--- config.mk ---
export PLATFORM = sky130hd
export DESIGN_NAME = ram_arbiter
export DESIGN_NICKNAME = d
export VERILOG_FILES = /design/src/rtl/ram_arbiter.sv
export SDC_FILE = /design/constraint.sdc
export NUM_CORES = 1
export LEC_CHECK = 0
export ABC_AREA = 1
export BUFFER_PORTS_ARGS = -buffer_cell sky130_fd_sc_hd__buf_2
export CORE_AREA = 2 2 169 171
export DETAILED_ROUTE_END_ITERATION = 12
export DIE_AREA = 0 0 171 173
export GPL_ROUTABILITY_DRIVEN = 0
export MAX_ROUTING_LAYER = met4
export PLACE_DENSITY = 0.65
export REMOVE_ABC_BUFFERS = 1
export SYNTH_ARGS = -nofsm -noshare
export SYNTH_HDL_FRONTEND = slang
export SYNTH_SLANG_ARGS = --single-unit
export TNS_END_PERCENT = 10
--- constraint.sdc ---
create_clock -name CLK -period 5.8 [get_ports CLK]
set_input_delay 0.87 -clock CLK [delete_from_list [all_inputs] [get_ports CLK]]
set_output_delay 0.87 -clock CLK [all_outputs]
set_load 0.005 [all_outputs]
--- src/rtl/ram_arbiter.sv ---
// rtl/ram_arbiter.sv - sequential IDLE/BUSY/DONE arbiter sharing one RAM port among CPUS cores
// Optional build macro: RAM_ARB_TIMEOUT_EN (abort a BUSY transaction after TIMEOUT cycles)

module ram_arbiter #(
  parameter int CPUS    = 2,
  parameter int TIMEOUT = 64
) (
  input  logic                  CLK,
  input  logic                  RST,
  input  logic [CPUS-1:0]       iREN,
  input  logic [CPUS-1:0][31:0] iaddr,
  input  logic [CPUS-1:0]       dREN,
  input  logic [CPUS-1:0]       dWEN,
  input  logic [CPUS-1:0][31:0] daddr,
  input  logic [CPUS-1:0][31:0] dstore,
  output logic [CPUS-1:0]       iwait,
  output logic [CPUS-1:0]       dwait,
  output logic [CPUS-1:0][31:0] iload,
  output logic [CPUS-1:0][31:0] dload,
  output logic                  ramREN,
  output logic                  ramWEN,
  output logic [31:0]           ramaddr,
  output logic [31:0]           ramstore,
  input  logic [31:0]           ramload,
  input  logic [1:0]            ramstate,
  output logic                  timeout_err
);

  typedef enum logic [1:0] {
    ST_IDLE = 2'd0,
    ST_BUSY = 2'd1,
    ST_DONE = 2'd2
  } state_e;

  localparam logic [1:0]  RAM_ACCESS = 2'd2;
  localparam logic [2:0]  NCORES     = 3'(CPUS);

  state_e                 state_q, state_d;
  logic [1:0]             rr_ptr_q, rr_ptr_d;
  logic [1:0]             gnt_core_q, gnt_core_d;
  logic                   gnt_data_q, gnt_data_d;
  logic                   gnt_wr_q, gnt_wr_d;
  logic [31:0]            addr_q, addr_d;
  logic [31:0]            store_q, store_d;
  logic [CPUS-1:0][31:0]  iload_q, iload_d;
  logic [CPUS-1:0][31:0]  dload_q, dload_d;

`ifdef RAM_ARB_TIMEOUT_EN
  logic [15:0]            cnt_q, cnt_d;
  logic                   tmo_q, tmo_d;
`else
  logic                   unused_timeout;
  assign unused_timeout = |16'(TIMEOUT);
`endif

  // Requests padded to 4 bits so a 2-bit core index selects them without width games
  logic [3:0] d_act4, i_act4;
  assign d_act4 = 4'(dREN | dWEN);
  assign i_act4 = 4'(iREN);

  logic       d_found, i_found;
  logic [1:0] d_sel, i_sel;
  logic [2:0] scan_sum;

  // Round-robin scan from rr_ptr; reverse order so the smallest offset is written last and wins
  always_comb begin
    d_found  = 1'b0;
    i_found  = 1'b0;
    d_sel    = rr_ptr_q;
    i_sel    = rr_ptr_q;
    scan_sum = 3'd0;
    for (int k = CPUS - 1; k >= 0; k--) begin
      scan_sum = {1'b0, rr_ptr_q} + 3'(k);
      if (scan_sum >= NCORES) begin
        scan_sum = scan_sum - NCORES;
      end
      if (d_act4[scan_sum[1:0]]) begin
        d_found = 1'b1;
        d_sel   = scan_sum[1:0];
      end
      if (i_act4[scan_sum[1:0]]) begin
        i_found = 1'b1;
        i_sel   = scan_sum[1:0];
      end
    end
  end

  logic [1:0]  win_core;
  logic [31:0] win_daddr, win_iaddr, win_dstore;
  logic        win_wen;

  // Mux the winning core's request fields; the data class beats the instruction class
  always_comb begin
    win_core   = d_found ? d_sel : i_sel;
    win_daddr  = 32'd0;
    win_iaddr  = 32'd0;
    win_dstore = 32'd0;
    win_wen    = 1'b0;
    for (int c = 0; c < CPUS; c++) begin
      if (2'(c) == win_core) begin
        win_daddr  = daddr[c];
        win_iaddr  = iaddr[c];
        win_dstore = dstore[c];
        win_wen    = dWEN[c];
      end
    end
  end

  logic [2:0] rr_next;

  // Pointer moves to the core after the one just served, wrapping at CPUS
  always_comb begin
    rr_next = {1'b0, gnt_core_q} + 3'd1;
    if (rr_next >= NCORES) begin
      rr_next = rr_next - NCORES;
    end
  end

  // Next-state logic: latch a grant in IDLE, wait for ACCESS in BUSY, release in DONE
  always_comb begin
    state_d    = state_q;
    rr_ptr_d   = rr_ptr_q;
    gnt_core_d = gnt_core_q;
    gnt_data_d = gnt_data_q;
    gnt_wr_d   = gnt_wr_q;
    addr_d     = addr_q;
    store_d    = store_q;
    iload_d    = iload_q;
    dload_d    = dload_q;
`ifdef RAM_ARB_TIMEOUT_EN
    cnt_d      = cnt_q;
    tmo_d      = tmo_q;
`endif
    case (state_q)
      ST_IDLE: begin
        if (d_found || i_found) begin
          state_d    = ST_BUSY;
          gnt_core_d = win_core;
          gnt_data_d = d_found;
          gnt_wr_d   = d_found && win_wen;
          addr_d     = d_found ? win_daddr : win_iaddr;
          store_d    = (d_found && win_wen) ? win_dstore : 32'd0;
`ifdef RAM_ARB_TIMEOUT_EN
          cnt_d      = 16'd0;
          tmo_d      = 1'b0;
`endif
        end
      end
      ST_BUSY: begin
        if (ramstate == RAM_ACCESS) begin
          state_d = ST_DONE;
          for (int c = 0; c < CPUS; c++) begin
            if (2'(c) == gnt_core_q) begin
              if (!gnt_data_q) begin
                iload_d[c] = ramload;
              end else if (!gnt_wr_q) begin
                dload_d[c] = ramload;
              end
            end
          end
        end
`ifdef RAM_ARB_TIMEOUT_EN
        else if (cnt_q + 16'd1 == 16'(TIMEOUT)) begin
          state_d = ST_DONE;
          tmo_d   = 1'b1;
          for (int c = 0; c < CPUS; c++) begin
            if (2'(c) == gnt_core_q) begin
              if (!gnt_data_q) begin
                iload_d[c] = 32'hBAD1BAD1;
              end else if (!gnt_wr_q) begin
                dload_d[c] = 32'hBAD1BAD1;
              end
            end
          end
        end else begin
          cnt_d = cnt_q + 16'd1;
        end
`endif
      end
      ST_DONE: begin
        state_d  = ST_IDLE;
        rr_ptr_d = rr_next[1:0];
      end
      default: begin
        state_d = ST_IDLE;
      end
    endcase
  end

  // State and datapath registers; reset abandons any transaction in flight
  always_ff @(posedge CLK or posedge RST) begin
    if (RST) begin
      state_q    <= ST_IDLE;
      rr_ptr_q   <= 2'd0;
      gnt_core_q <= 2'd0;
      gnt_data_q <= 1'b0;
      gnt_wr_q   <= 1'b0;
      addr_q     <= 32'd0;
      store_q    <= 32'd0;
      iload_q    <= '0;
      dload_q    <= '0;
    end else begin
      state_q    <= state_d;
      rr_ptr_q   <= rr_ptr_d;
      gnt_core_q <= gnt_core_d;
      gnt_data_q <= gnt_data_d;
      gnt_wr_q   <= gnt_wr_d;
      addr_q     <= addr_d;
      store_q    <= store_d;
      iload_q    <= iload_d;
      dload_q    <= dload_d;
    end
  end

`ifdef RAM_ARB_TIMEOUT_EN
  // BUSY-cycle counter and abort flag for the current transaction
  always_ff @(posedge CLK or posedge RST) begin
    if (RST) begin
      cnt_q <= 16'd0;
      tmo_q <= 1'b0;
    end else begin
      cnt_q <= cnt_d;
      tmo_q <= tmo_d;
    end
  end

  assign timeout_err = (state_q == ST_DONE) && tmo_q;
`else
  assign timeout_err = 1'b0;
`endif

  // Only the granted slot sees wait low, and only during DONE
  always_comb begin
    iwait = '1;
    dwait = '1;
    if (state_q == ST_DONE) begin
      for (int c = 0; c < CPUS; c++) begin
        if (2'(c) == gnt_core_q) begin
          if (gnt_data_q) begin
            dwait[c] = 1'b0;
          end else begin
            iwait[c] = 1'b0;
          end
        end
      end
    end
  end

  assign ramREN   = (state_q == ST_BUSY) && !gnt_wr_q;
  assign ramWEN   = (state_q == ST_BUSY) && gnt_wr_q;
  assign ramaddr  = (state_q == ST_BUSY) ? addr_q : 32'd0;
  assign ramstore = (state_q == ST_BUSY) ? store_q : 32'd0;
  assign iload    = iload_q;
  assign dload    = dload_q;

endmodule

==> results.json <==
{
  "start_util": 0.358,
  "io_pins": 433,
  "gr-total-overflow": 0,
  "seq_area_frac_synth": 0.506,
  "crit_fanout": 38,
  "wl_per_cell_um": 16.1,
  "postCtsSetupBuffers": 0,
  "synth_warnings": 0,
  "drv_slew": 0,
  "power_density_nw_per_um2": 455,
  "synthMostInstantiatedCell": "nand2_1",
  "syn_inst": 1304,
  "wl_um": 33100,
  "cts_made_buffers": 17,
  "finalHoldViolations": 0,
  "grt_pass1_wl_um": 52100,
  "r2r_cells": 10,
  "clkLatencyLatePin_ps": 440,
  "cp_data_required_time_ps": 6100,
  "cts_root_buffer": "clkbuf_16",
  "timing.final.ws_setup_ps": 2880,
  "ir_drop_mv": 0.171,
  "p_leak_uw": 0.00728,
  "cpPeakStageDelay_ps": 500,
  "yosysTopAreaCell": "dfrtp_1",
  "io_buffers": 431,
  "synth_seq_cells": 200,
  "cp.arrival_ps": 3220,
  "placed_area_um2": 12200,
  "die_h_um": 173,
  "multi_input_area_um2": 4020,
  "antenna_found_initial": 1,
  "outcome": "completed",
  "finalCritPeriodShare": 0.504,
  "hpwlAfterDp_um": 22900,
  "tightest_slew_ps": 1130,
  "crit_slowest_cell": "nand2_2",
  "cp-start-kind": "primary input",
  "ys_top_cells_by_area": "dfrtp_1 51%, nand2_1 15%, nand3_1 8.5%",
  "regArea_um2": 5000,
  "syn_area_per_cell_um2": 7.58,
  "syn_area_um2": 9890,
  "ctsResizeCount": 0,
  "skew_ps": 19.1,
  "fp.coreArea_um2": 27600,
  "cts_max_path_buffers": 2,
  "place_ws_ps": 2460,
  "drc": 0,
  "hold_path_class": "reg2reg",
  "die_w_um": 171,
  "grt_pass1_vias": 9642,
  "vias": 10200,
  "vias_per_cell": 4.98,
  "drive_gt1_frac": 0.292,
  "async_reset_ff_frac": 1.00,
  "firstDrtPassIters": 5,
  "cts_tree": "done",
  "synth_common_cells": "401 x nand2_1, 200 x dfrtp_1, 167 x nand3_1",
  "slew_headroom": 0.245,
  "area_growth_pct": 29.4,
  "max_cap_violations": 0,
  "p_total_uw": 5820,
  "track_usage": 0.229,
  "setup_viol": 0,
  "finalNetCount": 1897,
  "fill_cells": 2860,
  "holdBufCountCts": 0,
  "grt_max_degree": 129,
  "htree_levels": 4,
  "rows": 61,
  "final_cell_area_um2": 12800,
  "crit_type": "in2reg",
  "crit_path_cell_trace": "buf_2, inv_1, nand2_1, a21oi_2, nand3_1, nand2_2, buf_4, nor2_2, buf_4, nand2_1, nand3_1",
  "fin_crit_ps": 2920,
  "min_path_cells": 2,
  "rsz0062_at_grt": "false",
  "synth_cell_types": 20,
  "cts.sinks": 200,
  "final_util": 0.463,
  "die_area_um2": 29600,
  "antenna_left": 0,
  "clkTransAtPathRegs_ps": 80,
  "end_kind": "flip-flop",
  "ys.flop_type": "dfrtp_1",
  "first_iter_violations": 861,
  "clock.fmax_mhz": 342,
  "synth_edf_count": 0,
  "yosys.area.top_type_share": 0.506
}
worst paths after layout:
path | from | endpoint | slack, ps
worst max register to register | rr_ptr_q[0] | store_q[1] | 3030
max in group asynchronous | RST | store_q[27] | 4040
worst max-delay path | dWEN[0] | addr_q[23] | 2880
worst min register to register | iload[49] | iload[49] | 480
min in group asynchronous | RST | iload[19] | 560
worst min-delay path | iload[49] | iload[49] | 480
state kept, by name, indices dropped and copies added, names as in the netlist:
signal	count
rr_ptr_q	2
gnt_core_q	2
gnt_data_q	1
store_q	32
iload	64
addr_q	32
state_q	2
dload	64
gnt_wr_q	1
area by class of cell:
cell class	instances	area share
Antenna cell	1	0.000196
Inverter	114	0.0340
Timing Repair Buffer	442	0.176
Sequential cell	200	0.391
Tap cell	378	0.0370
Clock buffer	17	0.0332
Clock inverter	15	0.0147
Multi-Input combinational cell	888	0.314
cell families after synthesis:
family / synth area share
simple gates: 0.332
buf+inv: 0.0915
flops: 0.506
compound gates: 0.0698
other cells: 0.000379
stage by stage:
step	hold slack (ps)	TNS, ps	std cells
floorplan	449	-104800	1202
global placement	462	0	2022
detailed placement	465	0	2022
CTS	487	0	2054
global route	502	0	2055
finish	481	0	2055
where the power goes:
part           internal (uW)  switching (uW)
Clock                    598             639
Sequential              1960             308
Combinational            903            1410
Total                   3460            2360
critical path: cells and delay by family:
family / cells / cell delay (ps)
AO/OA/AOI/OAI: 1 / 400
buffers and inverters: 4 / 870
AND/OR/NAND/NOR: 6 / 1040
layer usage:
metal | track usage | wire length [um] | up-vias
met5 | - | 0 | -
met4 | 0.0869 | 1040 | 0
met3 | 0.0318 | 1690 | 69
met2 | 0.364 | 16100 | 394
met1 | 0.296 | 14300 | 4805
li1 | - | - | 4959
cell usage in the layout, fill, tap and decap left out:
cell	instances
nor2_1	76
a21oi_1	2
nand2_4	4
diode_2	1
buf_4	10
clkinv_4	1
nand4_1	97
nor3_1	4
buf_12	1
o21ai_0	133
conb_1	1
nand2_1	394
nand2_2	7
nand3_1	167
nor2_2	1
inv_6	3
inv_8	4
inv_1	112
inv_2	1
clkinv_2	1
clkbuf_16	17
clkinv_8	3
a31oi_1	1
dfrtp_1	200
a21oi_2	1
inv_12	4
buf_2	431
Note: power is estimated with default switching activity, not from simulation.
